[config.mk]
export PLATFORM = sky130hd
export DESIGN_NAME = noc_pe_receiver
export DESIGN_NICKNAME = d
export VERILOG_FILES = /design/src/rtl/noc_pkg.sv /design/src/rtl/noc_latency_stat.sv /design/src/rtl/noc_pe_receiver.sv
export SDC_FILE = /design/constraint.sdc
export NUM_CORES = 1
export LEC_CHECK = 0
export CORE_ASPECT_RATIO = 1.4
export CORE_MARGIN = 1
export CORE_UTILIZATION = 25
export DETAILED_ROUTE_END_ITERATION = 6
export MAX_ROUTING_LAYER = met4
export PLACE_DENSITY = 0.49
export SETUP_SLACK_MARGIN = 0.15
export SYNTH_ARGS = -nofsm -noshare
export SYNTH_HDL_FRONTEND = slang
export SYNTH_HIERARCHICAL = 1
export SYNTH_SLANG_ARGS = --single-unit
[constraint.sdc]
create_clock -name clk -period 4.2 [get_ports clk]
set_input_delay 1.05 -clock clk [delete_from_list [all_inputs] [get_ports clk]]
set_output_delay 1.05 -clock clk [all_outputs]
set_load 0.02 [all_outputs]
[src/rtl/noc_pkg.sv]
// Shared NoC flit layout, type encodings and widths.
// Also holds the data-flit parity helper used by receive-side endpoints.
package noc_pkg;

  localparam int unsigned TIME_SIZE      = 10;
  localparam int unsigned ID_SIZE        = 4;
  localparam int unsigned TOTAL_SIZE     = 40;
  localparam int unsigned TIME_SUM_SIZE  = 24;
  localparam int unsigned LOG_ROUTER_NUM = 4;

  localparam int unsigned SRC_MAX  = 39;
  localparam int unsigned SRC_MIN  = 36;
  localparam int unsigned DST_MAX  = 35;
  localparam int unsigned DST_MIN  = 32;
  localparam int unsigned TIME_MAX = 31;
  localparam int unsigned TIME_MIN = 22;
  localparam int unsigned DATA_MAX = 21;
  localparam int unsigned DATA_MIN = 2;
  localparam int unsigned TYPE_MAX = 1;
  localparam int unsigned TYPE_MIN = 0;

  localparam int unsigned DATA_SIZE     = DATA_MAX - DATA_MIN + 1;
  localparam int unsigned DBG_DATA_MAX  = 9;
  localparam int unsigned DBG_DATA_SIZE = DBG_DATA_MAX - DATA_MIN + 1;

  localparam logic [1:0] TYPE_DATA   = 2'b00;
  localparam logic [1:0] TYPE_RTXREQ = 2'b10;

  // The lowest DATA bit carries the XOR of the payload bits above it.
  function automatic logic parity_ok(input logic [TOTAL_SIZE-1:0] flit, input logic dbg);
    logic p;
    if (dbg) p = ^flit[DBG_DATA_MAX:DATA_MIN+1];
    else     p = ^flit[DATA_MAX:DATA_MIN+1];
    return p == flit[DATA_MIN];
  endfunction

endpackage

[src/rtl/noc_latency_stat.sv]
// Latency accumulator: running min/max/sum and sample count.
// Updates one cycle after valid_i; clear_i restores reset values.
import noc_pkg::*;

module noc_latency_stat #(
  parameter int unsigned SumW = TIME_SUM_SIZE + LOG_ROUTER_NUM,
  parameter int unsigned CntW = 4
) (
  input  logic                 clk,
  input  logic                 rst_n,
  input  logic                 clear_i,
  input  logic                 valid_i,
  input  logic [TIME_SIZE-1:0] lat_i,
  output logic [TIME_SIZE-1:0] min_o,
  output logic [TIME_SIZE-1:0] max_o,
  output logic [SumW-1:0]      sum_o,
  output logic [CntW-1:0]      cnt_o
);

  always_ff @(posedge clk or negedge rst_n) begin
    if (!rst_n) begin
      min_o <= '1;
      max_o <= '0;
      sum_o <= '0;
      cnt_o <= '0;
    end else if (clear_i) begin
      min_o <= '1;
      max_o <= '0;
      sum_o <= '0;
      cnt_o <= '0;
    end else if (valid_i) begin
      if (lat_i < min_o) min_o <= lat_i;
      if (lat_i > max_o) max_o <= lat_i;
      sum_o <= sum_o + SumW'(lat_i);
      cnt_o <= cnt_o + CntW'(1);
    end
  end

endmodule

[src/rtl/noc_pe_receiver.sv]
// NoC PE receive endpoint: sinks ejected flits, checks DST and parity, gathers
// latency statistics and issues retransmission requests for corrupted data flits.
import noc_pkg::*;

module noc_pe_receiver #(
  parameter logic [ID_SIZE-1:0] LOCAL_ID = 4'd0,
  parameter int unsigned        SUM_W    = TIME_SUM_SIZE + LOG_ROUTER_NUM
) (
  input  logic                  clk,
  input  logic                  rst_n,
  input  logic                  enable_i,
  input  logic                  flush_i,
  input  logic                  dbg_mode_i,
  input  logic [3:0]            receive_num_i,
  input  logic [TIME_SIZE-1:0]  cur_time_i,
  input  logic [TOTAL_SIZE-1:0] in_flit_i,
  input  logic                  in_valid_i,
  output logic                  in_ready_o,
  output logic [TOTAL_SIZE-1:0] rtx_flit_o,
  output logic                  rtx_valid_o,
  input  logic                  rtx_ready_i,
  output logic                  task_receive_finish_flag_o,
  output logic [TIME_SIZE-1:0]  latency_min_o,
  output logic [TIME_SIZE-1:0]  latency_max_o,
  output logic [SUM_W-1:0]      latency_sum_o,
  output logic [3:0]            recv_cnt_o,
  output logic                  so_retrsreq_send_flag_o,
  output logic [7:0]            so_retrsreq_send_num_o,
  output logic                  dst_err_o
);

  typedef enum logic [1:0] {StIdle, StRun, StRtx, StDone} state_e;

  state_e                state_q;
  logic [TIME_SIZE-1:0]  lat_q;
  logic                  lat_vld_q;
  logic                  accept, run_accept, is_data, par_ok, good, bad, rtx_hs, reach;
  logic [4:0]            cnt_next;

  assign in_ready_o = ((state_q == StRun) && enable_i) || (state_q == StDone);
  assign accept     = in_valid_i && in_ready_o;
  assign run_accept = accept && (state_q == StRun);
  assign is_data    = in_flit_i[TYPE_MAX:TYPE_MIN] == TYPE_DATA;
  assign par_ok     = parity_ok(in_flit_i, dbg_mode_i);
  assign good       = run_accept && is_data && par_ok;
  assign bad        = run_accept && is_data && !par_ok;
  assign rtx_hs     = rtx_valid_o && rtx_ready_i;
  // Count as it will stand after this edge's stage-2 update; receive_num is compared live.
  assign cnt_next   = {1'b0, recv_cnt_o} + {4'd0, lat_vld_q};
  assign reach      = cnt_next >= {1'b0, receive_num_i};

  always_ff @(posedge clk or negedge rst_n) begin
    if (!rst_n) begin
      state_q                    <= StIdle;
      lat_q                      <= '0;
      lat_vld_q                  <= 1'b0;
      rtx_flit_o                 <= '0;
      rtx_valid_o                <= 1'b0;
      task_receive_finish_flag_o <= 1'b0;
      so_retrsreq_send_flag_o    <= 1'b0;
      so_retrsreq_send_num_o     <= '0;
      dst_err_o                  <= 1'b0;
    end else if (flush_i) begin
      state_q                    <= StIdle;
      lat_q                      <= '0;
      lat_vld_q                  <= 1'b0;
      rtx_flit_o                 <= '0;
      rtx_valid_o                <= 1'b0;
      task_receive_finish_flag_o <= 1'b0;
      so_retrsreq_send_flag_o    <= 1'b0;
      so_retrsreq_send_num_o     <= '0;
      dst_err_o                  <= 1'b0;
    end else begin
      lat_vld_q <= good;
      if (good) lat_q <= cur_time_i - in_flit_i[TIME_MAX:TIME_MIN];
      if (accept && (in_flit_i[DST_MAX:DST_MIN] != LOCAL_ID)) dst_err_o <= 1'b1;

      unique case (state_q)
        StIdle: begin
          if (enable_i) begin
            if (receive_num_i == 4'd0) begin
              state_q                    <= StDone;
              task_receive_finish_flag_o <= 1'b1;
            end else begin
              state_q <= StRun;
            end
          end
        end
        StRun: begin
          if (bad) begin
            state_q     <= StRtx;
            rtx_valid_o <= 1'b1;
            rtx_flit_o  <= {LOCAL_ID, in_flit_i[SRC_MAX:SRC_MIN], cur_time_i,
                            {DATA_SIZE{1'b0}}, TYPE_RTXREQ};
          end else if (reach) begin
            state_q                    <= StDone;
            task_receive_finish_flag_o <= 1'b1;
          end
        end
        StRtx: begin
          if (rtx_hs) begin
            state_q                 <= StRun;
            rtx_valid_o             <= 1'b0;
            so_retrsreq_send_flag_o <= 1'b1;
            if (so_retrsreq_send_num_o != 8'hFF) begin
              so_retrsreq_send_num_o <= so_retrsreq_send_num_o + 8'd1;
            end
          end
        end
        StDone: ;
        default: state_q <= StIdle;
      endcase
    end
  end

  noc_latency_stat #(
    .SumW (SUM_W),
    .CntW (4)
  ) u_stat (
    .clk     (clk),
    .rst_n   (rst_n),
    .clear_i (flush_i),
    .valid_i (lat_vld_q),
    .lat_i   (lat_q),
    .min_o   (latency_min_o),
    .max_o   (latency_max_o),
    .sum_o   (latency_sum_o),
    .cnt_o   (recv_cnt_o)
  );

endmodule

# Word level (Yosys, flattened, before mapping)
# Index checks and enable logic that the tools add are counted.
# Widths: inputs -> output; s select.
# totals
regBits,117
input_bits,61
output_inout_bits,105
wordCells,113
# op_classes
addsub,5
order_cmp,3
n_eq_ne,12
mux,43
reduce_logical,37
# ops
cell,count
$mux 40,3
$mux 10,8
$mux 28,2
$mux 8,4
$add 28x10->28,1
$reduce_bool 2->1,10
$reduce_xor 19->1,1
$ne 3x3->1 const B,6
$mux 1,15
$mux 2,6
$gt 10x10->1,1
$lt 10x10->1,1
$sub 10x10->10,1
$add 8x1->8 const B,1
$logic_and 1x1->1,8
$mux 4,2
$ne 8x8->1 const B,1
$reduce_and 2->1,4
$reduce_bool 4->1,2
$reduce_xor 7->1,1
$pmux 2 s3,1
$reduce_and 3->1,2
$reduce_bool 3->1,2
$add 4x1->5,1
13 further kinds,16

# Longest topological paths before layout
# logic_depth
ltp_word,10
depth_mapped,11

# Cells and area by module
# Netlist, hierarchy kept.
# modules_own_cells
mod,instances,cells_per_inst,area_each_um2
noc_latency_stat,1,402,3677.3
noc_pe_receiver,1,303,2841.5

# Worst setup path before layout
# No wires, ideal clock.
# synth_timing
kind,input to register
startpoint,in in_flit_i[10]
endpoint,reg lat_q[4]
setup_time_ns,0.132
t_arrival_ns,2.832
setup_slack_ns,1.236
cell_stages,8
path_buffers,1
path_cell_list,xnor2_1 -> xnor2_1 -> xnor3_2 -> or3_4 -> a21oi_4 -> buf_6 -> mux2i_1 -> nor2_1
# synth_between
elab_chain_len,5
# synth_lines
element,line_no,rtl
from (decl),noc_pe_receiver.sv:16,"input logic [TOTAL_SIZE-1:0] in_flit_i,"
$reduce_xor 19->1,noc_pkg.sv:33,else p = ^flit[DATA_MAX:DATA_MIN+1];
$mux 1,noc_pkg.sv:32,if (dbg) p = ^flit[DBG_DATA_MAX:DATA_MIN+1];
$eq 1x1->1,noc_pkg.sv:34,return p == flit[DATA_MIN];
$logic_and 1x1->1,noc_pe_receiver.sv:45,assign good = run_accept && is_data && par_ok;
$reduce_bool 2->1 (no line),n/a,
to (signal assigned),noc_pe_receiver.sv:75,if (good) lat_q <= cur_time_i - in_flit_i[TIME_MAX:TIME_MIN];
to (decl),noc_pe_receiver.sv:35,logic [TIME_SIZE-1:0] lat_q;
# No other way between the ends.
# A chain may end at the register's enable or synchronous reset.

# Worst setup path in the final report
# layout_timing
startpoint,in enable_i
endpoint,out in_ready_o
# layout_between
elab_chain_len,2
# layout_lines
element,line_no,rtl
from (decl),noc_pe_receiver.sv:11,"input logic enable_i,"
$logic_and 1x1->1,noc_pe_receiver.sv:40,assign in_ready_o = ((state_q == StRun) && enable_i) || (state_q == StDone);
$logic_or 1x1->1,noc_pe_receiver.sv:40,
to (decl),noc_pe_receiver.sv:18,"output logic in_ready_o,"
# No other way between the ends.

==> out/summary.json <==
{
  "endpoint": {"value": "in_ready_o"},
  "area_growth": {"value": 30.61, "unit": "%"},
  "routed_via_density": {"value": 4.801},
  "critical-path-top-cell-by-count": {"value": "sky130_fd_sc_hd__clkdlybuf4s50_1"},
  "cts_buffer_depth": {"value": 2},
  "grt_first_pass_wirelength": {"value": 30020, "unit": "um"},
  "grtUsageTotal": {"value": 0.1485},
  "tightestPinTransition": {"value": 1058, "unit": "ps"},
  "htree_levels": {"value": 3},
  "antenna_violations_before_repair": {"value": 0},
  "routed-via-count": {"value": 5569},
  "worstSetupEndpointType": {"value": "primary output"},
  "path_cells": {"value": "clkdlybuf4s50_1 -> a21o_1 -> clkdlybuf4s50_1"},
  "postCtsSetupBuffers": {"value": 0},
  "syn-instance-count": {"value": 705},
  "grt_pass1_vias": {"value": 5576},
  "critPathLaunch": {"value": "enable_i"},
  "finalMaxSlewViolations": {"value": 0},
  "hold_path_class": {"value": "reg -> reg"},
  "finalHoldViolCount": {"value": 0},
  "layout_worst_path_cycle_share": {"value": 0.8252},
  "grt_max_degree": {"value": 49},
  "power_density": {"value": 279.3, "unit": "nW/um^2"},
  "fp.dieArea": {"value": 26730, "unit": "um^2"},
  "compound_gate_portion_of_the_synthesized_area": {"value": 0.1749},
  "reg2reg_to": {"value": "u_stat/sum_o[22]"},
  "drt_iter0_markers": {"value": 327},
  "critical_path.reg2reg.startpoint": {"value": "lat_q[0]"},
  "die_height": {"value": 193.1, "unit": "um"},
  "path_clk_slew": {"value": 60, "unit": "ps"},
  "synth_warnings": {"value": 6},
  "fin_worst_skew": {"value": 6.428, "unit": "ps"},
  "worstSetupPathType": {"value": "in -> out"},
  "start_util": {"value": 0.2560},
  "timing.hold.ws": {"value": 502.5, "unit": "ps"},
  "hold_buffers": {"value": 0},
  "finalWorstPathRequiredPeriod": {"value": 3466, "unit": "ps"},
  "synthDominantAreaCellType": {"value": "sky130_fd_sc_hd__dfrtp_1"},
  "syn_area_per_cell": {"value": 9.246, "unit": "um^2"},
  "hpwlAfterDp": {"value": 13330, "unit": "um"},
  "synthDominantCellAreaShare": {"value": 0.3148},
  "status": {"value": "complete, but fails checks"},
  "synthSimpleGateAreaFrac": {"value": 0.1770},
  "cp_slowest_stage_delay": {"value": 620, "unit": "ps"},
  "max_freq": {"value": 288.5, "unit": "MHz"},
  "totalWireLength": {"value": 18580, "unit": "um"},
  "synth_cell_types": {"value": 71},
  "final_antenna_net_count": {"value": 0},
  "die_w": {"value": 138.5, "unit": "um"},
  "worst-r2r-cell-count": {"value": 7},
  "grt_overflow_total": {"value": 0},
  "synth_enable_flop_cells": {"value": 0},
  "total_cts_buffers": {"value": 9},
  "timing.max_cap.violations": {"value": 0},
  "ir_drop": {"value": 0.2161, "unit": "mV"},
  "core_region_area": {"value": 25470, "unit": "um^2"},
  "num_clock_sinks": {"value": 92},
  "layout.cells.most_common": {"value": "sky130_fd_sc_hd__clkdlybuf4s50_1"},
  "crit_arrival": {"value": 2420, "unit": "ps"},
  "synth_xor_area_frac": {"value": 0.05336},
  "boundary_pins": {"value": 166},
  "violations": {"value": "design-rule violations"},
  "synth_adder_area_share": {"value": 0.1021},
  "synth_flop_cell": {"value": "sky130_fd_sc_hd__dfrtp_1"},
  "drt_pre_antenna_iters": {"value": 7},
  "clk_latency": {"value": 350, "unit": "ps"},
  "synth_seq_area_share": {"value": 0.3551},
  "std_cell_rows": {"value": 69},
  "gpl.final_weighted_congestion": {"value": 0.7919},
  "port_buffers": {"value": 140},
  "register_to_register_setup_slack": {"value": 1430, "unit": "ps"},
  "worst-endpoint-required": {"value": 3150, "unit": "ps"},
  "setup_viol": {"value": 0},
  "critical-path-slowest-cell": {"value": "sky130_fd_sc_hd__clkdlybuf4s50_1"},
  "async_reset_ff_frac": {"value": 1.000},
  "maxSlewHeadroom": {"value": 0.2899},
  "critical_path.startpoint_type": {"value": "primary input"},
  "clock_tree.root_cell": {"value": "sky130_fd_sc_hd__clkbuf_16"},
  "diodes": {"value": 0},
  "fin_setup_tns": {"value": 0, "unit": "ps"},
  "cts_repair_resize_count": {"value": 0},
  "cts_tree": {"value": "yes"},
  "setup_repair_after_global_routing_missed_its_margin": {"value": "no"},
  "drc_violation_count_after_routing": {"value": 38},
  "static-leakage-power": {"value": 3.722, "unit": "nW"},
  "synthMuxAreaShare": {"value": 0.05701},
  "drt-wirelength-per-cell": {"value": 16.01, "unit": "um"},
  "finalNetCount": {"value": 949},
  "layout_common_cells": {"value": "sky130_fd_sc_hd__clkdlybuf4s50_1, sky130_fd_sc_hd__dfrtp_1, sky130_fd_sc_hd__nor2_1, sky130_fd_sc_hd__inv_1, sky130_fd_sc_hd__ha_1"},
  "ys_top_cells_by_area": {"value": "sky130_fd_sc_hd__dfrtp_1, sky130_fd_sc_hd__ha_1, sky130_fd_sc_hd__mux2i_1"},
  "largest_family_of_logic_cells_by_synthesized_area": {"value": "simple AND/OR/NAND/NOR gates"},
  "synth_seq_cells": {"value": 92},
  "layout-drive-gt1-share": {"value": 0.08680},
  "synth_area": {"value": 6519, "unit": "um^2"},
  "crit_fanout": {"value": 4}
}
## kinds of logic after synthesis
family	Yosys count
XOR/XNOR	38
other	1
flip-flops	92
buffers and inverters	108
adder cells (fa/ha/maj)	52
AO/OA/AOI/OAI	163
AND/OR/NAND/NOR	215
multiplexers	36
## metrics by stage
stage	instances	total power (W)	instance area, um^2	utilization	worst slack [ps]
5_1_grt	1160	0.002504	8514	0.3343	694.6
6_report	1160	0.002378	8514	0.3343	734.1
2_1_floorplan	729	0.001293	6609	-	1236
3_5_place_dp	1144	0.001474	8185	0.3214	554.4
3_3_place_gp	1144	0.001472	8185	0.3214	598.7
4_1_cts	1160	0.002428	8514	0.3343	732.4
## report_power, final
group	internal (W)	total, W	switching (W)
Combinational	0.000223	0.000514	0.000291
Clock	0.000554	0.000926	0.000372
Sequential	0.000916	0.000938	0.0000215
Total	0.00169	0.00238	0.000684
## state kept, by name, indices dropped and copies added, names as in the netlist
register,flops
rtx_flit_o,15
u_stat/max_o,10
lat_q,10
u_stat/sum_o,28
task_receive_finish_flag_o,1
u_stat/cnt_o,4
rtx_valid_o,1
u_stat/min_o,10
so_retrsreq_send_flag_o,1
lat_vld_q,1
dst_err_o,1
so_retrsreq_send_num_o,8
state_q,2
## synth_stat cells, types with 3 or more instances
library cell                instances
sky130_fd_sc_hd__xnor2_1           28
sky130_fd_sc_hd__or3_1              6
sky130_fd_sc_hd__or4_1              5
sky130_fd_sc_hd__o41ai_1            3
sky130_fd_sc_hd__dfrtp_1           82
sky130_fd_sc_hd__nor2b_1           12
sky130_fd_sc_hd__nand4_1           20
sky130_fd_sc_hd__nand3_1           19
sky130_fd_sc_hd__and4_1             5
sky130_fd_sc_hd__a211oi_1           7
sky130_fd_sc_hd__buf_1              4
sky130_fd_sc_hd__a211oi_2           4
sky130_fd_sc_hd__mux2_1             4
sky130_fd_sc_hd__o21a_1             9
sky130_fd_sc_hd__and2_1             3
sky130_fd_sc_hd__dfstp_2           10
sky130_fd_sc_hd__buf_2              6
sky130_fd_sc_hd__a21o_1            12
sky130_fd_sc_hd__mux2_2             5
sky130_fd_sc_hd__o211ai_1          22
sky130_fd_sc_hd__inv_1             51
sky130_fd_sc_hd__a21oi_1           38
sky130_fd_sc_hd__nand2b_1           5
sky130_fd_sc_hd__mux2i_1           27
sky130_fd_sc_hd__nor4_1             8
sky130_fd_sc_hd__clkbuf_1          19
sky130_fd_sc_hd__a31oi_1            7
sky130_fd_sc_hd__ha_1              50
sky130_fd_sc_hd__and3_1             3
sky130_fd_sc_hd__xor2_1             9
sky130_fd_sc_hd__o21ai_0           31
sky130_fd_sc_hd__nor2_1            66
sky130_fd_sc_hd__o2111ai_1          3
sky130_fd_sc_hd__nor3_1            14
sky130_fd_sc_hd__buf_4             27
sky130_fd_sc_hd__nand2_1           30
sky130_fd_sc_hd__or3b_2             9
## how the worst min path moves through the flow
| stage | startpoint | to | slack [ps] | cells past startpoint |
|---|---|---|---|---|
| after detailed placement | dst_err_o | dst_err_o | 490 | 2 |
| after CTS | so_retrsreq_send_flag_o | so_retrsreq_send_flag_o | 510 | 2 |
| after floorplan | u_stat/min_o[0] | u_stat/min_o[0] | 540 | 2 |
| after global placement | task_receive_finish_flag_o | task_receive_finish_flag_o | 490 | 2 |
| final | dst_err_o | dst_err_o | 500 | 2 |
| after global routing | so_retrsreq_send_flag_o | so_retrsreq_send_flag_o | 550 | 2 |
## final cells by class
class                      count  area, um^2
fill                        2638       16950
multi-input combinational    529        3774
sequential                    92        2315
timing repair buffer         153        1506
tap                          319       399.1
clock buffer                  12       256.5
inverter                      51       191.4
clock inverter                 4       72.57
## per-layer routing
| metal | global-route usage | wire length, um |
|---|---|---|
| met1 | 0.1757 | 8253 |
| met2 | 0.2552 | 9194 |
| met3 | 0.02643 | 812 |
| met4 | 0.04927 | 317 |
| met5 | - | 0 |
## worst max-delay path: cells and delay by family
family,cells,cell delay (ps)
AO/OA/AOI/OAI,1,210
buffers and inverters,2,1150
Power figures use the tool's default switching activity.
